`config.mk`:
```
export PLATFORM = sky130hd
export DESIGN_NAME = ext_bus_sequencer
export DESIGN_NICKNAME = d
export VERILOG_FILES = /design/src/rtl/ext_bus_sequencer_pkg.sv /design/src/rtl/bus_arbiter2.sv /design/src/rtl/ext_bus_sequencer.sv
export SDC_FILE = /design/constraint.sdc
export NUM_CORES = 1
export LEC_CHECK = 0
export BUFFER_PORTS_ARGS = -buffer_cell sky130_fd_sc_hd__buf_2
export CAP_MARGIN = 20
export CORE_AREA = 5 5 83 85
export CTS_BUF_LIST = sky130_fd_sc_hd__clkbuf_8
export CTS_CLUSTER_SIZE = 8
export DETAILED_ROUTE_END_ITERATION = 12
export DIE_AREA = 0 0 88 90
export HOLD_SLACK_MARGIN = 0.15
export PLACE_DENSITY = 0.67
export SLEW_MARGIN = 10
export SYNTH_ARGS = -nofsm -noshare
export SYNTH_HDL_FRONTEND = slang
export SYNTH_SLANG_ARGS = --single-unit
```
`constraint.sdc`:
```
create_clock -name clk_cpu -period 4.85 [get_ports clk_cpu]
set_input_delay 0.2425 -clock clk_cpu [delete_from_list [all_inputs] [get_ports clk_cpu]]
set_output_delay 0.2425 -clock clk_cpu [all_outputs]
set_load 0.01 [all_outputs]
```
`src/rtl/ext_bus_sequencer_pkg.sv`:
```
// ext_bus_sequencer_pkg: shared bus-cycle states, grant ids and pin output-enable patterns
package ext_bus_sequencer_pkg;
    typedef enum logic [1:0] {
        IDLE    = 2'd0,
        ADDR_LO = 2'd1,
        ADDR_HI = 2'd2,
        DATA    = 2'd3
    } state_t;
    typedef enum logic {
        GRANT_FETCH = 1'b0,
        GRANT_DATA  = 1'b1
    } grant_t;
    typedef struct packed {
        logic [15:0] addr;
        logic        we;
        logic [7:0]  wdata;
    } xfer_t;
    localparam logic [7:0] OE_NONE    = 8'h00;
    localparam logic [7:0] OE_RW_ONLY = 8'h01;
    localparam logic [7:0] OE_ALL     = 8'hFF;
    localparam logic [3:0] WAIT_MAX   = 4'd15;
    function automatic logic rw_pin(input logic we, input logic rw_read);
        return we ? ~rw_read : rw_read;
    endfunction
endpackage

```
`src/rtl/bus_arbiter2.sv`:
```
// bus_arbiter2: two-way grant (round-robin or data-first) with the last_grant register
module bus_arbiter2
    import ext_bus_sequencer_pkg::*;
#(
    parameter int FIXED_PRIO = 0
) (
    input  logic   clk_cpu,
    input  logic   rst_n,
    input  logic   fetch_req,
    input  logic   data_req,
    input  logic   take,
    output logic   valid,
    output grant_t grant
);
    grant_t last_grant;
    grant_t tie_grant;
    assign valid = fetch_req || data_req;
    assign tie_grant = (FIXED_PRIO != 0 || last_grant == GRANT_FETCH) ? GRANT_DATA : GRANT_FETCH;
    assign grant = (fetch_req && data_req) ? tie_grant : data_req ? GRANT_DATA : GRANT_FETCH;
    always_ff @(posedge clk_cpu) begin
        if (!rst_n)
            last_grant <= GRANT_FETCH;
        else if (take && valid)
            last_grant <= grant;
    end
endmodule

```
`src/rtl/ext_bus_sequencer.sv`:
```
// ext_bus_sequencer: arbitrated 3-phase external bus cycles; EXT_BUS_WAIT_STATE_EN adds mem_ready wait states
module ext_bus_sequencer
    import ext_bus_sequencer_pkg::*;
#(
    parameter int FIXED_PRIO = 0,
    parameter bit RW_READ    = 1'b1
) (
    input  logic        clk_cpu,
    input  logic        rst_n,
    input  logic        fetch_req,
    input  logic [15:0] fetch_addr,
    output logic        fetch_ack,
    input  logic        data_req,
    input  logic        data_we,
    input  logic [15:0] data_addr,
    input  logic [7:0]  data_wdata,
    output logic        data_ack,
    output logic [7:0]  rdata,
    output logic        busy,
`ifdef EXT_BUS_WAIT_STATE_EN
    input  logic        mem_ready,
`endif
    output logic [7:0]  uo_out,
    input  logic [7:0]  uio_in,
    output logic [7:0]  uio_out,
    output logic [7:0]  uio_oe
);
    state_t state, state_nx;
    grant_t cur_grant, grant;
    xfer_t  cur;
    logic   arb_valid, decide, done, forced, fetch_live, data_live, addr_phase, wr_phase;
    // the requester being acked on this edge still shows its old req; it must not be re-granted
    assign fetch_live = fetch_req && !(state == DATA && cur_grant == GRANT_FETCH);
    assign data_live  = data_req && !(state == DATA && cur_grant == GRANT_DATA);
`ifdef EXT_BUS_WAIT_STATE_EN
    logic [3:0] wait_cnt;
    assign done   = state == DATA && (mem_ready || wait_cnt == WAIT_MAX);
    assign forced = state == DATA && !mem_ready && wait_cnt == WAIT_MAX;
    always_ff @(posedge clk_cpu) begin
        if (!rst_n || state != DATA || done)
            wait_cnt <= 4'd0;
        else
            wait_cnt <= wait_cnt + 4'd1;
    end
`else
    assign done   = state == DATA;
    assign forced = 1'b0;
`endif
    assign decide = state == IDLE || done;
    bus_arbiter2 #(.FIXED_PRIO(FIXED_PRIO)) u_arb (
        .clk_cpu (clk_cpu),
        .rst_n   (rst_n),
        .fetch_req(fetch_live),
        .data_req(data_live),
        .take    (decide),
        .valid   (arb_valid),
        .grant   (grant)
    );
    always_comb begin
        state_nx = state;
        if (decide)
            state_nx = arb_valid ? ADDR_LO : IDLE;
        else if (state == ADDR_LO)
            state_nx = ADDR_HI;
        else if (state == ADDR_HI)
            state_nx = DATA;
    end
    always_ff @(posedge clk_cpu) begin
        if (!rst_n) begin
            state     <= IDLE;
            cur       <= '0;
            cur_grant <= GRANT_FETCH;
            fetch_ack <= 1'b0;
            data_ack  <= 1'b0;
            rdata     <= 8'h00;
        end else begin
            state     <= state_nx;
            fetch_ack <= done && cur_grant == GRANT_FETCH;
            data_ack  <= done && cur_grant == GRANT_DATA;
            if (done && !cur.we)
                rdata <= forced ? 8'hFF : uio_in;
            if (decide && arb_valid) begin
                cur_grant <= grant;
                cur.addr  <= grant == GRANT_DATA ? data_addr : fetch_addr;
                cur.we    <= grant == GRANT_DATA && data_we;
                cur.wdata <= data_wdata;
            end
        end
    end
    // pins come only from state and latched transfer fields
    assign addr_phase = state == ADDR_LO || state == ADDR_HI;
    assign wr_phase   = state == DATA && cur.we;
    assign busy    = state != IDLE;
    assign uo_out  = state == IDLE ? 8'h00 : state == ADDR_LO ? cur.addr[7:0] : cur.addr[15:8];
    assign uio_out = addr_phase ? {7'b0, rw_pin(cur.we, RW_READ)} : wr_phase ? cur.wdata : 8'h00;
    assign uio_oe  = addr_phase ? OE_RW_ONLY : wr_phase ? OE_ALL : OE_NONE;
endmodule
```
Word-level counts from Yosys, hierarchy flattened --
Cells that the tools add are included.
Cells by class: equal/unequal tests 3, mux-type cells 15, bitwise operators 1, reduce and logical (&&, ||, !) cells 18
Operator list (count):
- 2-to-1 mux 8 bit | 6
- 2-to-1 mux 16 bit | 1
- logical AND 1 bit | 9
- 2-to-1 mux 2 bit | 3
- 2-to-1 mux 1 bit | 5
- equality test 2 bit, second input constant | 2
- logical NOT 1 bit | 3
- logical OR 1 bit | 3
- nonzero test 3 bit | 1
- equality test 2 x 1 -> 1 bit, second input constant | 1
- logical NOT 2 bit | 1
- nonzero test 2 bit | 1
- inverter 1 bit | 1
Storage, ports and cells: flip-flop bits (word level) 38, input bits 53, output and inout bits 35

Longest topological paths before layout --
Gate-level depths: netlist of the first run.
word-level depth 7, mapped depth 7, mapped depth without buffers 5

Modules after synthesis --
A second synthesis of the first run with hierarchy kept.
Unflattened totals: cell total of the unflattened synthesis 212, area total of the unflattened synthesis 1934.4 µm²
By module, submodules not included:
- ext_bus_sequencer | instances 1, cells each 206, area each 1878.1 µm², seq. area each 760.7 µm²
- bus_arbiter2 | instances 1, cells each 6, area each 56.3 µm², seq. area each 20.0 µm²

Worst setup path after synthesis of the first run --
No wires, ideal clock.
kind reg-to-output, start point reg state[0], end point out uio_out[1], arrival time 1.699 ns, data required time 4.608 ns, path slack 2.909 ns, cell stages (with the launch flop) 6, buffers on the path 1, path through dfxtp_1 inv_1 ha_1 clkbuf_1 nor2_1 and2_1
Between the ends: word-level cells in the longest chain between the ends 4, elaborated cells on any way between the ends 7, those cells by class 3 x eq/ne; 2 x mux; 2 x reduce/logical
RTL lines:
- from (decl) | line ext_bus_sequencer.sv:28 | state_t state, state_nx;
- from (signal assigned) | line ext_bus_sequencer.sv:77 | state <= state_nx;
- equality test 2 bit | line ext_bus_sequencer.sv:92 | assign wr_phase = state == DATA && cur.we;
- logical AND 1 bit | line ext_bus_sequencer.sv:92
- 2-to-1 mux 8 bit | line ext_bus_sequencer.sv:95 | assign uio_out = addr_phase ? {7'b0, rw_pin(cur.we, RW_READ)} : wr_phase ? cur.wdata : 8'h00;
- 2-to-1 mux 8 bit (*) | line ext_bus_sequencer.sv:95
- to (decl) | line ext_bus_sequencer.sv:25 | output logic [7:0] uio_out,
Mark *: on every way between the ends. The rest lies on a longest branch, timed or not.

Final worst setup path of the first run --
start point reg state[1], end point out uio_out[0]
The elaborated chain is that of the path after synthesis.

==> results of run 1 <==
==> registers in the layout (all words and copies together), names as in the netlist <==
signal,flops
cur,25
rdata,8
state,2
cur_grant,1
data_ack,1
fetch_ack,1
==> routing by layer <==
metal / wire length [um] / vias up / share of wire (%)
met3: 464 / 2 / 7.8
li1: - / 1117 / -
met4: 17 / 0 / 0.29
met2: 2730 / 85 / 46
met5: 0 / - / 0
met1: 2740 / 976 / 46
==> synth_stat cells, drive strengths merged, types with 2 or more instances <==
cell	number	area share, %
o311a	2	0.85
a21oi	3	0.64
ha	5	2.6
nor4b	16	5.9
o21ai	2	0.42
a21boi	16	5.1
inv	9	1.4
o31a	14	5.2
dfxtp	38	32
clkbuf	19	3.0
buf	14	4.2
a221oi	2	0.74
nor2	34	5.4
mux2i	25	11
nand2	20	3.2
and2	7	1.9
and3	17	4.5
a2111oi	14	5.2
nor2b	15	4.0
==> cells in the final DEF (no fill, tap or decap) <==
master | synthesis | layout
buf_4 | 7 | 1
o21ai_0 | 1 | 1
nor2_1 | 34 | 34
nand2_1 | 20 | 20
a21boi_0 | 16 | 16
buf_2 | 5 | 87
o31ai_1 | 1 | 1
or3_1 | 1 | 1
nand4_1 | 1 | 1
bufinv_16 | 0 | 2
inv_2 | 2 | 2
a21oi_1 | 3 | 3
and3_1 | 17 | 17
clkbuf_8 | 0 | 6
a211o_1 | 1 | 1
ha_1 | 5 | 5
and2_1 | 7 | 7
a221oi_1 | 2 | 2
a2111oi_0 | 14 | 14
dfxtp_1 | 38 | 38
a311oi_1 | 1 | 1
mux2i_1 | 25 | 25
nor4b_1 | 16 | 16
o21ai_1 | 1 | 1
inv_1 | 7 | 7
a21bo_4 | 1 | 1
o31a_1 | 14 | 14
o2bb2ai_1 | 1 | 1
nor2b_1 | 15 | 15
o311a_1 | 2 | 2
nor3b_1 | 1 | 1
==> worst max-delay path, stage by stage, from the launching register on <==
cell and delay, ns:
dfxtp_1 0.38, ha_1 0.61, nand2_1 0.15, nor2_1 0.58
o2bb2ai_1 0.19, buf_2 0.15
==> final timing paths <==
check	start	endpoint	slack [ns]	cells past startpoint
worst max-delay path	state[1]	uio_out[0]	2.26	5
worst min-delay path	uio_in[2]	rdata[2]	0.19	3
worst max register to register	state[1]	cur[7]	2.28	4
worst min register to register	cur[3]	cur[3]	0.46	2
==> cell type report <==
cell class	count	area, um^2	area share (%)
flip-flops and latches	38	761	26.5
multi-input cells	200	1400	48.6
inverters	9	33.8	1.18
repair buffers	88	443	15.4
clock inverters	2	60.1	2.09
well taps	77	96.3	3.35
clock buffers	6	82.6	2.87
==> power by group <==
part	internal (mW)	switching [mW]
logic	0.304	0.355
clock network	0.219	0.112
registers	0.408	0.0999
==> cells by family (layout without fill, tap and decap cells) <==
| logic type | count (synthesis) | count (layout) | share of synthesized area [%] |
|---|---|---|---|
| AO/OA/AOI/OAI | 58 | 58 | 20.2 |
| adder cells (fa/ha/maj) | 5 | 5 | 2.65 |
| buffers and inverters | 42 | 105 | 8.68 |
| multiplexers | 25 | 25 | 10.6 |
| AND/OR/NAND/NOR | 112 | 112 | 25.7 |
| flip-flops | 38 | 38 | 32.2 |
==> metrics by stage <==
step	power, mW	setup slack (ns)	util, %	std cells
after floorplan	1.02	2.91	-	280
after global placement	1.16	2.33	44.5	412
after detailed placement	1.18	2.28	44.5	412
after CTS	1.51	2.28	46.9	420
after global routing	1.61	2.02	46.9	420
final	1.50	2.26	46.9	420
==> impl_metrics.csv, run 1 <==
group,metric,value,unit
global_route,use_met1,19.9,%
sta,slew_violations,0,
detailed_routing,drtPass1Iterations,4,
sta,fin_hold_ws,0.194,ns
floorplan,die_h,90,um
sta,rsz0062_at_grt,"no",
detailed_routing,via_per_inst,5.19,
placement,place.gp.congestion,0.832,
synthesis,synth_ff_type,"dfxtp_1",
clock_tree,cts_buffer_depth,2,
cells_and_area,final_nets,400,
synthesis,synth-edff-count,0,
cells_and_area,drive_gt1_share,28.9,%
clock_tree,clock_latency,0.29,ns
sta,final_hold_viol_count,0,
sta,fin_crit,2.59,ns
sta,slew_headroom,27.7,%
worst_setup_path,startpoint_type,"flip-flop",
floorplan,die_area,7920,um^2
detailed_routing,drtIter0Drc,94,
sta,tightest_slew,1.08,ns
synthesis,synth-async-reset-ratio,0,%
worst_setup_path,crit_path_max_fanout,23,
floorplan,rows,29,
synthesis,synth.distinct_cells,31,
worst_setup_path,worstPathArrival,2.34,ns
placement,placedInstanceArea,2730,um^2
cells_and_area,syn_to_final_growth,21.6,%
detailed_routing,drtAntennaViolNets,0,
pwr,p_per_area,522,nW/um^2
detailed_routing,drt-wirelength-per-cell,14.2,um
clock_tree,h-tree-depth,2,
clock_tree,clock_sinks,38,
sta,setup_viol,0,
synthesis,ys_ff_latch,38,
detailed_routing,drc_errors,0,
floorplan,core_area,6130,um^2
clock_tree,clock-root-buffer,"clkbuf_8",
clock_tree,postCtsSetupBuffers,0,
synthesis,syn_area_per_cell,8.44,um^2
global_route,use_met3,3.84,%
clock_tree,cts_resized,0,
synthesis,yosysWarningCount,0,
sta,fmax,386,MHz
floorplan,start_util,38.5,%
global_route,antenna_found_initial,0,
floorplan,ios,88,
global_route,grt_max_degree,53,
global_route,grt_pass1_wl,9.49,mm
pwr,leakage,1.33,nW
flow_run,cap_viol_max_count,0,
hold_path,hp-class,"in2reg",
clock_tree,cts_tree,"yes",
worst_setup_path,critPathKind,"reg2out",
global_route,overflow,0,
outcome,outcome,"complete, no violations",
sta,setup_tns,0,ns
clock_tree,hold_buffers,0,
detailed_routing,vias,2180,
synthesis,ys_seq_area_share,32.2,%
sta,finClkSkew,0.00705,ns
cells_and_area,design_area,2870,um^2
global_route,grt_pass1_vias,2039,
worst_setup_path,endpoint_kind,"output pin",
pwr,ir_worst_vdd,0.000251,V
cells_and_area,fillers,622,
synthesis,syn-instance-count,280,
global_route,busiest_layer,"met2",
clock_tree,clk_pin_slew,0.07,ns
synthesis,syn-cell-area,2360,um^2
clock_tree,cts_buffers,5,
worst_setup_path,required,4.61,ns
global_route,grtUsageTotal,14.5,%
cells_and_area,antenna_cells,0,
synthesis,syn_nets,338,
sta,finalCritPeriodShare,53.4,%
placement,hpwl,4.23,mm
global_route,grt_use_met2,23.3,%
placement,portBuffers,87,
detailed_routing,wl,5.95,mm
floorplan,die_w,88,um
No activity file was read; power rests on OpenSTA's default activity.
==> run 2, diff against run 1 <==
--- a/config.mk
+++ b/config.mk
@@ -13,7 +13,7 @@
 export DETAILED_ROUTE_END_ITERATION = 12
 export DIE_AREA = 0 0 88 90
 export HOLD_SLACK_MARGIN = 0.15
-export PLACE_DENSITY = 0.67
+export PLACE_DENSITY = 0.7
 export SLEW_MARGIN = 10
 export SYNTH_ARGS = -nofsm -noshare
 export SYNTH_HDL_FRONTEND = slang
==> constraint.sdc (replaced) <==
create_clock -name clk_cpu -period 2.15 [get_ports clk_cpu]
set_input_delay 0.1075 -clock clk_cpu [delete_from_list [all_inputs] [get_ports clk_cpu]]
set_output_delay 0.1075 -clock clk_cpu [all_outputs]
set_load 0.01 [all_outputs]
==> impl_metrics.csv, run 2 (synthesized netlist as in run 1, its figures left out) <==
group,metric,value,unit
global_route,grt_max_degree,43,
global_route,grt_pass1_wl,10.4,mm
global_route,grtUsageTotal,16.0,%
cells_and_area,final_nets,428,
floorplan,start_util,38.5,%
detailed_routing,drt-wirelength-per-cell,14.5,um
clock_tree,clk_pin_slew,0.08,ns
cells_and_area,top_regs,"cur (25), rdata (8), state (2)",
worst_setup_path,endpoint_kind,"output pin",
worst_setup_path,cp-endpoint,"uio_out[0]",
detailed_routing,drtAntennaViolNets,0,
placement,placedInstanceArea,2810,um^2
sta,fmax,499,MHz
floorplan,ios,88,
clock_tree,h-tree-depth,2,
worst_setup_path,rr_worst_depth,6,
sta,finalCritPeriodShare,93.1,%
cells_and_area,syn_to_final_growth,32.3,%
global_route,overflow,0,
detailed_routing,drc_errors,0,
cells_and_area,antenna_cells,0,
sta,setup_tns,0,ns
clock_tree,cts_buffers,5,
sta,slew_violations,0,
cells_and_area,largest-register,"cur",
sta,tightest_slew,0.567,ns
clock_tree,clock_sinks,38,
placement,place.gp.congestion,0.804,
pwr,p_per_area,1130,nW/um^2
clock_tree,clock-root-buffer,"clkbuf_8",
clock_tree,cts_tree,"yes",
cells_and_area,fin_util,51.0,%
placement,dp_cells,423,
cells_and_area,drive_gt1_share,29.9,%
sta,setup_viol,0,
global_route,antenna_found_initial,0,
floorplan,die_h,90,um
floorplan,rows,29,
worst_setup_path,required,2.04,ns
detailed_routing,wl,6.48,mm
sta,finClkSkew,0.0107,ns
cells_and_area,finalNonFillerCells,448,
worst_setup_path,worstPathArrival,1.89,ns
placement,hpwl,4.58,mm
worst_setup_path,crit_path_max_fanout,17,
global_route,grt_pass1_vias,2321,
worst_setup_path,cp-startpoint,"state[0]",
worst_setup_path,reg2reg_slack,0.22,ns
floorplan,core_area,6130,um^2
clock_tree,clock_latency,0.29,ns
sta,fin_hold_ws,0.158,ns
placement,place_ws,0.113,ns
worst_setup_path,regToRegEndpoint,"cur[21]",
pwr,ir_worst_vdd,0.000481,V
sta,setup_slack,0.148,ns
clock_tree,cts_buffer_depth,2,
sta,slew_headroom,61.3,%
cells_and_area,final_common_cell,"buf_2",
floorplan,die_area,7920,um^2
sta,final_hold_viol_count,0,
hold_path,hp-class,"in2reg",
pwr,finalPower,3.52,mW
sta,rsz0062_at_grt,"no",
worst_setup_path,startpoint_type,"flip-flop",
floorplan,die_w,88,um
placement,portBuffers,87,
cells_and_area,mostFrequentLayoutCells,"buf_2, dfxtp_1, nor2_1",
detailed_routing,via_per_inst,5.18,
clock_tree,postCtsSetupBuffers,0,
detailed_routing,drtPass1Iterations,4,
cells_and_area,fillers,581,
flow_run,cap_viol_max_count,0,
detailed_routing,drtIter0Drc,144,
outcome,outcome,"complete, no violations",
worst_setup_path,r2r_start,"state[0]",
worst_setup_path,critPathKind,"reg2out",
pwr,leakage,1.46,nW
cells_and_area,design_area,3130,um^2
hold_path,min_path_cells,3,
sta,fin_crit,2.00,ns
detailed_routing,vias,2319,
cells_and_area,largest_reg_flops,25,
## run 2: layer usage
layer,share of wire (%),vias to the layer above,global-route usage (%)
met4,2.0,0,4.99
li1,-,1177,-
met2,45,88,26.3
met1,46,1040,20.7
met3,6.9,14,3.29
met5,0,-,0
## run 2: worst min-delay path by stage
stage,start,endpoint,slack (ns)
floorplan,data_wdata[0],cur[0],0.25
finish,data_addr[5],cur[14],0.16
global placement,uio_in[4],rdata[4],0.35
global route,data_addr[5],cur[14],0.17
CTS,data_addr[5],cur[14],0.16
detailed placement,uio_in[7],rdata[7],0.36
## run 2: cell type report
class	count	area [um^2]	share of cell area, %
inverter	9	33.8	1.08
tap	77	96.3	3.08
sequential	38	761	24.3
clock buffer	6	82.6	2.64
clock inverter	2	60.1	1.92
timing repair buffer	116	696	22.2
multi-input combinational	200	1400	44.7
## run 2: report_power, final
part | switching [mW] | internal (mW) | leakage [nW]
Sequential | 0.197 | 0.920 | 0.313
Combinational | 0.865 | 0.785 | 1.07
Clock | 0.259 | 0.495 | 0.0714
## run 2: repair_timing
action,4_1_cts,5_1_grt
resized for setup,0,1
hold endpoints to repair,17,0
hold buffers,17,0
endpoints found under the setup margin,0,9
## run 2: worst max-delay path, cell delays in order, from the launching register on
cell	delay, ns
dfxtp_1	0.39
ha_1	0.30
buf_4	0.25
nand2_1	0.09
nor2_1	0.09
buf_4	0.18
o2bb2ai_1	0.14
buf_2	0.16
==> run 3, diff against run 2 <==
--- a/config.mk
+++ b/config.mk
@@ -13,7 +13,7 @@
 export DETAILED_ROUTE_END_ITERATION = 12
 export DIE_AREA = 0 0 88 90
 export HOLD_SLACK_MARGIN = 0.15
-export PLACE_DENSITY = 0.7
+export PLACE_DENSITY = 0.67
 export SLEW_MARGIN = 10
 export SYNTH_ARGS = -nofsm -noshare
 export SYNTH_HDL_FRONTEND = slang
==> constraint.sdc (replaced) <==
create_clock -name clk_cpu -period 2.2 [get_ports clk_cpu]
set_input_delay 0.11 -clock clk_cpu [delete_from_list [all_inputs] [get_ports clk_cpu]]
set_output_delay 0.11 -clock clk_cpu [all_outputs]
set_load 0.01 [all_outputs]
==> impl_metrics.csv, run 3 (synthesized netlist as in run 1, its figures left out) <==
group,metric,value,unit
outcome,outcome,"complete, no violations",
sta,slew_headroom,67.6,%
sta,fmax,489,MHz
clock_tree,clock-root-buffer,"clkbuf_8",
cells_and_area,mostFrequentLayoutCells,"buf_2, dfxtp_1, nor2_1",
placement,hpwl,4.39,mm
floorplan,start_util,38.5,%
worst_setup_path,cp-startpoint,"state[1]",
floorplan,die_w,88,um
detailed_routing,drtIter0Drc,101,
cells_and_area,largest-register,"cur",
global_route,antenna_found_initial,0,
pwr,ir_worst_vdd,0.000563,V
cells_and_area,fillers,585,
cells_and_area,top_regs,"cur (25), rdata (8), state (2)",
worst_setup_path,endpoint_kind,"output pin",
worst_setup_path,startpoint_type,"flip-flop",
placement,place_ws,0.184,ns
worst_setup_path,worstPathArrival,1.93,ns
sta,finClkSkew,0.00789,ns
floorplan,ios,88,
clock_tree,cts_buffers,5,
worst_setup_path,cp_cell_sequence,"inv_1, ha_2, buf_4, nor2_1, buf_4, and2_1, buf_2",
global_route,grtUsageTotal,16.2,%
cells_and_area,syn_to_final_growth,30.7,%
clock_tree,postCtsSetupBuffers,0,
sta,rsz0062_at_grt,"no",
floorplan,die_area,7920,um^2
sta,final_hold_viol_count,0,
clock_tree,clock_sinks,38,
clock_tree,clock_latency,0.29,ns
floorplan,core_area,6130,um^2
worst_setup_path,r2r_start,"state[0]",
worst_setup_path,cpMaxStageDelayCell,"ha_2",
sta,slew_violations,0,
clock_tree,h-tree-depth,2,
worst_setup_path,cp_top_family,"buffers and inverters",
sta,fin_hold_ws,0.168,ns
flow_run,cap_viol_max_count,0,
detailed_routing,drt-wirelength-per-cell,14.3,um
cells_and_area,finalNonFillerCells,447,
cells_and_area,antenna_cells,0,
sta,setup_slack,0.156,ns
detailed_routing,drc_errors,0,
floorplan,die_h,90,um
clock_tree,cts_buffer_depth,2,
hold_path,hp-class,"in2reg",
worst_setup_path,cp_common_cell,"buf_4",
worst_setup_path,critPathKind,"reg2out",
cells_and_area,largest_reg_flops,25,
clock_tree,cts_tree,"yes",
worst_setup_path,crit_path_max_fanout,15,
global_route,overflow,0,
cells_and_area,final_nets,427,
placement,place.gp.congestion,0.779,
cells_and_area,final_common_cell,"buf_2",
sta,finalCritPeriodShare,92.9,%
sta,setup_viol,0,
detailed_routing,wl,6.40,mm
pwr,p_per_area,1060,nW/um^2
worst_setup_path,required,2.09,ns
pwr,leakage,1.44,nW
detailed_routing,vias,2272,
global_route,grt_max_degree,51,
sta,fin_crit,2.04,ns
placement,dp_cells,422,
sta,tightest_slew,0.485,ns
sta,setup_tns,0,ns
global_route,grt_pass1_wl,10.6,mm
placement,portBuffers,87,
global_route,grt_pass1_vias,2232,
detailed_routing,drtPass1Iterations,4,
clock_tree,clk_pin_slew,0.08,ns
worst_setup_path,critical_path_buf_inv_count,4,
detailed_routing,via_per_inst,5.08,
worst_setup_path,worst_path_largest_cell_delay,0.42,ns
detailed_routing,drtAntennaViolNets,0,
cells_and_area,drive_gt1_share,29.7,%
hold_path,holdCritStartpoint,"data_addr[4]",
floorplan,rows,29,
run 3: report_power, final:
group	leakage, nW	total [mW]	switching (mW)	internal, mW
clock	0.0579	0.585	0.251	0.334
sequential	0.313	1.09	0.193	0.900
combinational	1.07	1.60	0.838	0.763
run 3: timing repair:
action / CTS / global route
endpoints found under the hold margin: 17 / 0
resized for setup: 0 / 1
setup endpoints to repair: 0 / 7
hold buffers: 17 / 0
run 3: stage by stage:
stage	util, %	instance area [um^2]	power, mW
finish	50.4	3090	3.28
global route	50.4	3090	3.54
CTS	50.3	3090	3.30
detailed placement	45.8	2810	2.68
global placement	45.8	2810	2.64
floorplan	-	2360	2.24
run 3: routing by layer:
metal / share of wire [%] / track usage (%) / vias up
li1: - / - / 1172
met1: 44 / 21.3 / 1012
met2: 48 / 27.0 / 86
met3: 7.3 / 3.11 / 2
met4: 0.27 / 3.71 / 0
met5: 0 / 0 / -
run 3: final cells by class:
class	count	area, um^2	share of cell area [%]
clock buffers	5	68.8	2.23
repair buffers	115	688	22.3
inverters	9	33.8	1.09
well taps	77	96.3	3.12
clock inverters	3	40.0	1.30
flip-flops and latches	38	761	24.6
multi-input cells	200	1400	45.3
run 3: final timing paths:
path         slack (ns)  depth (start not counted)    endpoint
min reg2reg        0.46                          2      cur[2]
min                0.17                          3     cur[13]
max                0.16                          7  uio_out[4]
max reg2reg        0.17                          5     cur[23]
run 3: worst reg2reg max path, cell delays in order (launching register included):
cell and delay, ns:
dfxtp_1 0.34, ha_1 0.25, a21bo_4 0.30, a211o_1 0.46, buf_4 0.27, o31a_1 0.31
